`src/rtl/nvme_ctrl_state_fsm.sv`:
```
// NVMe controller-state sequencer: follows CC.EN/CC.SHN, drives CSTS.RDY/SHST/CFS
// and handshakes init/run/flush with the queue engine under a per-state watchdog.
module nvme_ctrl_state_fsm #(
    parameter int TIMEOUT_CYCLES = 1024,
    parameter int TMR_W          = 16
) (
    input  logic       clk,
    input  logic       reset_n,
    input  logic       cc_en,
    input  logic [1:0] cc_shn,
    input  logic       eng_init_ack,
    input  logic       eng_idle,
    output logic       eng_init_req,
    output logic       eng_run,
    output logic       eng_flush_req,
    output logic       csts_rdy,
    output logic [1:0] csts_shst,
    output logic       csts_cfs,
    output logic [2:0] state_o
);

    typedef enum logic [2:0] {
        S_IDLE      = 3'd0,
        S_INIT      = 3'd1,
        S_READY     = 3'd2,
        S_SHDN      = 3'd3,
        S_SHDN_DONE = 3'd4,
        S_RESET     = 3'd5,
        S_FATAL     = 3'd6
    } state_t;

    state_t           r_state;
    logic [TMR_W-1:0] r_tmr;
    logic             r_init_req;
    logic             r_run;
    logic             r_flush_req;
    logic             r_rdy;
    logic [1:0]       r_shst;
    logic             r_cfs;

    state_t           w_nxt;
    logic             w_expire;
    logic             w_shn_req;

    assign w_expire  = (r_tmr == TMR_W'(TIMEOUT_CYCLES - 1));
    assign w_shn_req = (cc_shn == 2'b01) || (cc_shn == 2'b10);

    // cc_en falling is checked first in every state so it beats ack/idle/expiry.
    always_comb begin
        w_nxt = r_state;
        case (r_state)
            S_IDLE: begin
                if (cc_en) w_nxt = S_INIT;
            end
            S_INIT: begin
                if (!cc_en)            w_nxt = S_RESET;
                else if (eng_init_ack) w_nxt = S_READY;
                else if (w_expire)     w_nxt = S_FATAL;
            end
            S_READY: begin
                if (!cc_en)         w_nxt = S_RESET;
                else if (w_shn_req) w_nxt = S_SHDN;
            end
            S_SHDN: begin
                if (!cc_en)        w_nxt = S_RESET;
                else if (eng_idle) w_nxt = S_SHDN_DONE;
                else if (w_expire) w_nxt = S_FATAL;
            end
            S_SHDN_DONE: begin
                if (!cc_en) w_nxt = S_RESET;
            end
            S_RESET: begin
                if (eng_idle) w_nxt = S_IDLE;
            end
            S_FATAL: begin
                if (!cc_en) w_nxt = S_RESET;
            end
            default: w_nxt = S_IDLE;
        endcase
    end

    // Outputs are decoded from the next state so they change on the same edge as the state.
    always_ff @(posedge clk or negedge reset_n) begin
        if (!reset_n) begin
            r_state     <= S_IDLE;
            r_tmr       <= '0;
            r_init_req  <= 1'b0;
            r_run       <= 1'b0;
            r_flush_req <= 1'b0;
            r_rdy       <= 1'b0;
            r_shst      <= 2'b00;
            r_cfs       <= 1'b0;
        end else begin
            r_state <= w_nxt;

            if (w_nxt != r_state)
                r_tmr <= '0;
            else if (((r_state == S_INIT) || (r_state == S_SHDN)) && (r_tmr != {TMR_W{1'b1}}))
                r_tmr <= r_tmr + 1'b1;

            r_init_req  <= (w_nxt == S_INIT);
            r_run       <= (w_nxt == S_READY);
            r_flush_req <= (w_nxt == S_SHDN) || (w_nxt == S_RESET);
            r_rdy       <= (w_nxt == S_READY) || (w_nxt == S_SHDN) || (w_nxt == S_SHDN_DONE);
            r_shst      <= (w_nxt == S_SHDN)      ? 2'b01 :
                           (w_nxt == S_SHDN_DONE) ? 2'b10 : 2'b00;

            if ((w_nxt == S_FATAL) && (r_state != S_FATAL))
                r_cfs <= 1'b1;
            else if ((w_nxt == S_IDLE) && (r_state != S_IDLE))
                r_cfs <= 1'b0;
        end
    end

    assign eng_init_req  = r_init_req;
    assign eng_run       = r_run;
    assign eng_flush_req = r_flush_req;
    assign csts_rdy      = r_rdy;
    assign csts_shst     = r_shst;
    assign csts_cfs      = r_cfs;
    assign state_o       = r_state;

endmodule

```
`config.mk`:
```
export PLATFORM = sky130hd
export DESIGN_NAME = nvme_ctrl_state_fsm
export DESIGN_NICKNAME = d
export VERILOG_FILES = /design/src/rtl/nvme_ctrl_state_fsm.sv
export SDC_FILE = /design/constraint.sdc
export NUM_CORES = 1
export LEC_CHECK = 0
export CAP_MARGIN = 20
export CORE_UTILIZATION = 35
export CTS_BUF_LIST = sky130_fd_sc_hd__clkbuf_8
export DETAILED_ROUTE_END_ITERATION = 8
export GPL_TIMING_DRIVEN = 1
export PLACE_DENSITY = 0.52
export SLEW_MARGIN = 20
export SYNTH_ARGS = -nofsm -noshare
export SYNTH_HDL_FRONTEND = slang
export SYNTH_SLANG_ARGS = --single-unit
```
`constraint.sdc`:
```
create_clock -name clk -period 3.97 [get_ports clk]
set_clock_uncertainty 0.1 [all_clocks]
set_input_delay 0.794 -clock clk [delete_from_list [all_inputs] [get_ports clk]]
set_output_delay 0.794 -clock clk [all_outputs]
set_load 0.01 [all_outputs]
```
=== Word-level counts from Yosys, hierarchy flattened ===
Index checks and enable logic that the tools add are counted.

* Add/subtract/negate cells: 1
* Mux-type cells: 17
* Reduce and logical (&&, ||, !) cells: 14
* Equality and inequality tests: 18

{| class="wikitable"
|+ Operators with widths
! operator !! number
|-
| $mux 16 || 2
|-
| $mux 3 || 10
|-
| $eq 3x3->1 const B || 6
|-
| $pmux 3 s6 || 1
|-
| $add 16x1->16 const B || 1
|-
| $eq 16x10->1 const B || 1
|-
| $ne 16x16->1 const B || 1
|-
| $eq 3x2->1 const B || 4
|-
| $eq 3x1->1 const B || 2
|-
| $logic_not 3->1 || 2
|-
| $logic_or 1x1->1 || 5
|-
| $mux 2 || 2
|-
| $reduce_bool 2->1 || 2
|-
| $logic_and 1x1->1 || 3
|-
| $ne 3x3->1 || 1
|-
| $ne 3x3->1 const B || 1
|-
| $reduce_bool 3->1 || 1
|-
| $eq 2x1->1 const B || 1
|-
| $eq 2x2->1 const B || 1
|-
| $mux 1 || 2
|-
| $reduce_or 2->1 || 1
|}

* Input port bits: 7
* Output and inout port bits: 10
* Word-level logic and storage cells: 58
* Flip-flop bits (word level): 26

=== Logic depth before layout (Yosys ltp) ===
* Word-level depth: 9
* Mapped depth: 7
* Depth with buffers taken out: 6

=== Worst setup path after synthesis ===
Ideal clock, no wire load.

* Path type: flip-flop to flip-flop
* Start: reg r_tmr[10]
* End: reg r_tmr[0]
* Buffers on the path: 1
* Period minus slack after synthesis: 2.087 ns
* Stages on the path, launching flop included: 7
* Path slack: 1.883 ns
* Required time: 3.749 ns
* Library setup time: 0.121 ns
* Arrival: 1.867 ns
* Path through: dfrtp_1 > or4_4 > nor4_4 > a211o_4 > xnor2_4 > buf_6 > nor3_2

* Longest elaborated chain between the ends: 7
* Elaborated cells between the ends (all ways): 12
* Those cells by class: eq/ne: 3; mux: 7; reduce/logical: 2

{| class="wikitable"
|+ RTL lines
! element !! RTL line !! source
|-
| start: declaration || 33 || <nowiki>logic [TMR_W-1:0] r_tmr;</nowiki>
|-
| start signal: assignment || 99 || <nowiki>r_tmr <= r_tmr + 1'b1;</nowiki>
|-
| $eq 16x10->1 * || 45 || <nowiki>assign w_expire = (r_tmr == TMR_W'(TIMEOUT_CYCLES - 1));</nowiki>
|-
| $mux 3 * || 58, 67 ||
|-
| $mux 3, on equally long branches || 66, 57 ||
|-
| $mux 3, on equally long branches || 65, 56 ||
|-
| $pmux 3 s6 * || 51 || <nowiki>case (r_state)</nowiki>
|-
| named net w_nxt[2] || 41 || <nowiki>state_t w_nxt;</nowiki>
|-
| $ne 3x3->1 * || 96 || <nowiki>if (w_nxt != r_state)</nowiki>
|-
| $mux 16 or $reduce_bool 2->1 (tied branches) || n/a ||
|}

The timed path passes the listed nets; every way through them passes the cells marked *.
A chain may end at the register's enable or synchronous reset.

=== Final worst setup path ===
* Start: in cc_en
* End: reg r_tmr[7]

* Longest elaborated chain between the ends: 4
* Elaborated cells between the ends (all ways): 9
* Those cells by class: eq/ne: 1; mux: 7; reduce/logical: 1

{| class="wikitable"
|+ RTL lines
! element !! RTL line !! source
|-
| start: declaration || 9 || <nowiki>input logic cc_en,</nowiki>
|-
| $mux 3, on equally long branches || n/a ||
|-
| $pmux 3 s6 * || 51 ||
|-
| named net w_nxt[2] || 41 ||
|-
| $ne 3x3->1 * || 96 ||
|-
| $mux 16 or $reduce_bool 2->1 (tied branches) || n/a ||
|}

Marked as above.

==> summary.md <==
| Metric | Value |
|---|---|
| Gate power share | 44.9% |
| Crit path cell chain | clkdlybuf4s50_1 > a21boi_0 > o32ai_1 > a211o_4 > xnor2_4 > nor3_1 |
| Post-Synth Adder-Cell Area | 0.810% |
| Pre-antenna DRT Iters | 4 |
| Total Nets Final | 174 |
| Std-Cell Rows | 23 |
| Final Setup Violations | 0 |
| Crit path max fanout | 16 |
| Crit share post-route | 68.1% |
| Antenna viol nets, final | 0 |
| CTS clk-pin slew, worst paths | 0.10 ns |
| Vias in the first global route | 1,163 |
| Setup_tns | 0 ns |
| Layout cells sized above 1 | 13.9% |
| Chip Height | 68.4 um |
| Ant diodes | 0 |
| EDFF count, synth | 0 |
| Hold Crit Class | flop to flop |
| Crit path max-delay family | compound AO/OA/AOI/OAI gates |
| GRT Total Usage | 16.0% |
| Global-route wire length before repair | 5520 um |
| Warnings from Yosys | 0 |
| Reg2reg end | r_tmr[5] |
| Resize count post-CTS | 0 |
| Average size of a mapped cell | 10.4 um2 |
| Asr flop ratio synth | 100% |
| Post-Route WL | 3330 um |
| Cell Area, Synth | 1540 um2 |
| DR WL/cell | 15.5 um |
| Power Internal | 623 uW |
| Crit start category | primary input |
| RSZ-0062 raised after global routing | no |
| Synthesized-area fraction occupied by and/or/nand/nor cells | 28.7% |
| Uppermost layer routed | met4 |
| Via count | 1,229 |
| Port Buffers | 16 |
| R2r startpoint | r_tmr[10] |
| Avg Vias per Cell | 5.72 |
| Util after Layout | 44.1% |
| Initial Util | 37.5% |
| DP HPWL | 2340 um |
| Depth of the worst hold-timing path | 1 |
| Status | completed |
| Mux cell area share after synthesis | 1.94% |
| Io pins | 17 |
| Req. time, crit path | 4.00 ns |
| Worst-Margin Slew | 1.03 ns |
| Total setup buffers inserted after CTS | 0 |
| Hold buffer count at cts | 0 |
| Largest family of logic cells by synthesized area | simple AND/OR/NAND/NOR gates |
| Sequential share of power | 33.5% |
| Syn Nets | 157 |
| Worst VDD drop | 0.269 mV |
| LEAKAGE | 0.000669 uW |
| Total grt overflow | 0 |
| Arrival time worst endpoint | 2.73 ns |
| Post-synthesis register bit count | 26 |
| Switch Pwr | 433 uW |
| Flop2flop setup slack | 1.61 ns |
| Die area | 4680 um2 |
| CTS max path bufs | 2 |
| GPL Wtd Cong | 0.795 |
| Most common cell after layout, fill and taps aside | dfrtp_1 |
| CTS tree | yes |
| CP Class | primary input to flop |
| Clk_lat worst skew | 0.28 ns |
| Clock Power Share | 21.7% |
| Yosys cell types | 49 |
| XOR/XNOR Fraction of Synth Area | 7.46% |
| Met3 WL post-DR | 62 um |
| CTS Root Cell | clkbuf_8 |
| Initial antenna violation count | 0 |
| Hold Path Origin | r_tmr[5] |
| Slew margin rel. | 31.5% |
| Final Hold Vio Count | 0 |
| Register-to-Register Path Depth | 5 |
| Main synth FF type | dfrtp_1 |
| Commonest non-fill, non-tap cells in the layout | dfrtp_1, clkdlybuf4s50_1, nor3_2, nand2_1 |
| Hold Path End | r_tmr[5] |
| Routed wl met2 | 1540 um |
| CTS Sinks | 26 |
| Core area | 4120 um2 |
| Cells after synthesis | 149 |
| Largest net degree at the start of global routing | 27 |
| Bufs and invs on worst path | 1 |
| H-tree depth | 1 |
| Fin crit period | 2.70 ns |
| CTS buffer count | 3 |
| Sw Share | 41.0% |
| Max Cap Viol | 0 |
| Cell Pwr Density | 582 nW/um2 |
| Sequential share of the synthesized area | 42.1% |
| Slowest CP cell | clkdlybuf4s50_1 |
| Syn-to-layout area delta | 17.5% |
| Compound-cell area share of the yosys netlist | 16.0% |
| Final Slew Violations | 0 |
| M1 WL | 1680 um |
| DRT iter0 DRCs | 67 |
| Critical path endpoint category | flop |
| Max Fclk | 0.370 GHz |
| Die width | 68.4 um |
| DRC | 0 |
| CP max stage delay | 0.59 ns |
## power groups by stage
stage | clock network, uW | logic [uW] | registers [uW]
global placement | 0 | 469 | 355
detailed placement | 0 | 478 | 358
finish | 229 | 474 | 354
floorplan | 0 | 381 | 341
CTS | 229 | 477 | 352
global route | 240 | 520 | 361
## how the worst max path moves through the flow
stage / from / to / slack [ns] / depth (start not counted)
2_1_floorplan: r_tmr[10] / r_tmr[0] / 1.88 / 6
3_3_place_gp: cc_en / r_tmr[7] / 1.02 / 6
3_5_place_dp: cc_en / r_tmr[7] / 0.95 / 6
4_1_cts: cc_en / r_tmr[7] / 1.26 / 6
5_1_grt: cc_en / r_tmr[7] / 1.16 / 6
6_report: cc_en / r_tmr[7] / 1.27 / 6
## worst reg2reg max path: stages (launching register included)
cell and delay [ns]:
dfrtp_1 0.44, or4_4 0.56, nor4_4 0.36, a211o_4 0.26, xnor2_4 0.21, a2111oi_2 0.34
## cells by family after synthesis
kind of cell / Yosys count
xor gates and xnor gates: 11
DFF: 26
muxes: 3
and+or+nand+nor: 65
adders and majority gates: 1
AOI/OAI and AO/OA: 34
buffers and inverters: 9
## cell usage after synthesis, types with 2 or more instances
cell type / number / area (um2)
xnor2_1: 6 / 52.6
nand2_1: 9 / 33.8
a31oi_1: 2 / 12.5
inv_1: 4 / 15.0
nor3_1: 6 / 30.0
nor2b_1: 4 / 25.0
nand4_1: 3 / 18.8
o31ai_1: 2 / 15.0
mux2i_1: 3 / 30.0
clkbuf_1: 2 / 7.51
dfrtp_1: 26 / 651
nor2_1: 4 / 15.0
a2111oi_2: 2 / 30.0
a211oi_1: 2 / 15.0
or4_1: 3 / 22.5
o21ai_0: 7 / 35.0
a21oi_1: 7 / 35.0
nand2b_1: 6 / 37.5
nand3_1: 6 / 30.0
xor2_1: 4 / 35.0
nor4_1: 4 / 25.0
nor3_2: 10 / 100
## final cells by class
type / instances / area [um2]
Fill cell: 401 / 2300
Sequential cell: 26 / 651
Clock inverter: 1 / 30.0
Multi-Input combinational cell: 114 / 847
Tap cell: 50 / 62.6
Clock buffer: 3 / 41.3
Timing Repair Buffer: 17 / 168
Inverter: 4 / 15.0
## metal layers
| metal | up-vias | track usage, % |
|---|---|---|
| met5 | - | 0 |
| li1 | 591 | - |
| met1 | 616 | 23.0 |
| met4 | 0 | 6.25 |
| met2 | 17 | 24.3 |
| met3 | 5 | 2.00 |
## sequential cells by signal (all words and copies together), names as in the netlist
register       cells
csts_cfs           1
eng_flush_req      1
csts_shst          2
state_o            3
eng_run            1
eng_init_req       1
csts_rdy           1
r_tmr             16
## per-stage QoR
step	setup WS (ns)	cells	hold slack [ns]	total power [uW]	area (um2)
3_3_place_gp	1.02	211	0.411	824	1740
5_1_grt	1.16	215	0.476	1120	1810
6_report	1.27	215	0.432	1060	1810
4_1_cts	1.26	215	0.433	1060	1810
2_1_floorplan	1.88	149	0.384	722	1540
3_5_place_dp	0.946	211	0.419	836	1740
Power figures use the tool's default switching activity.
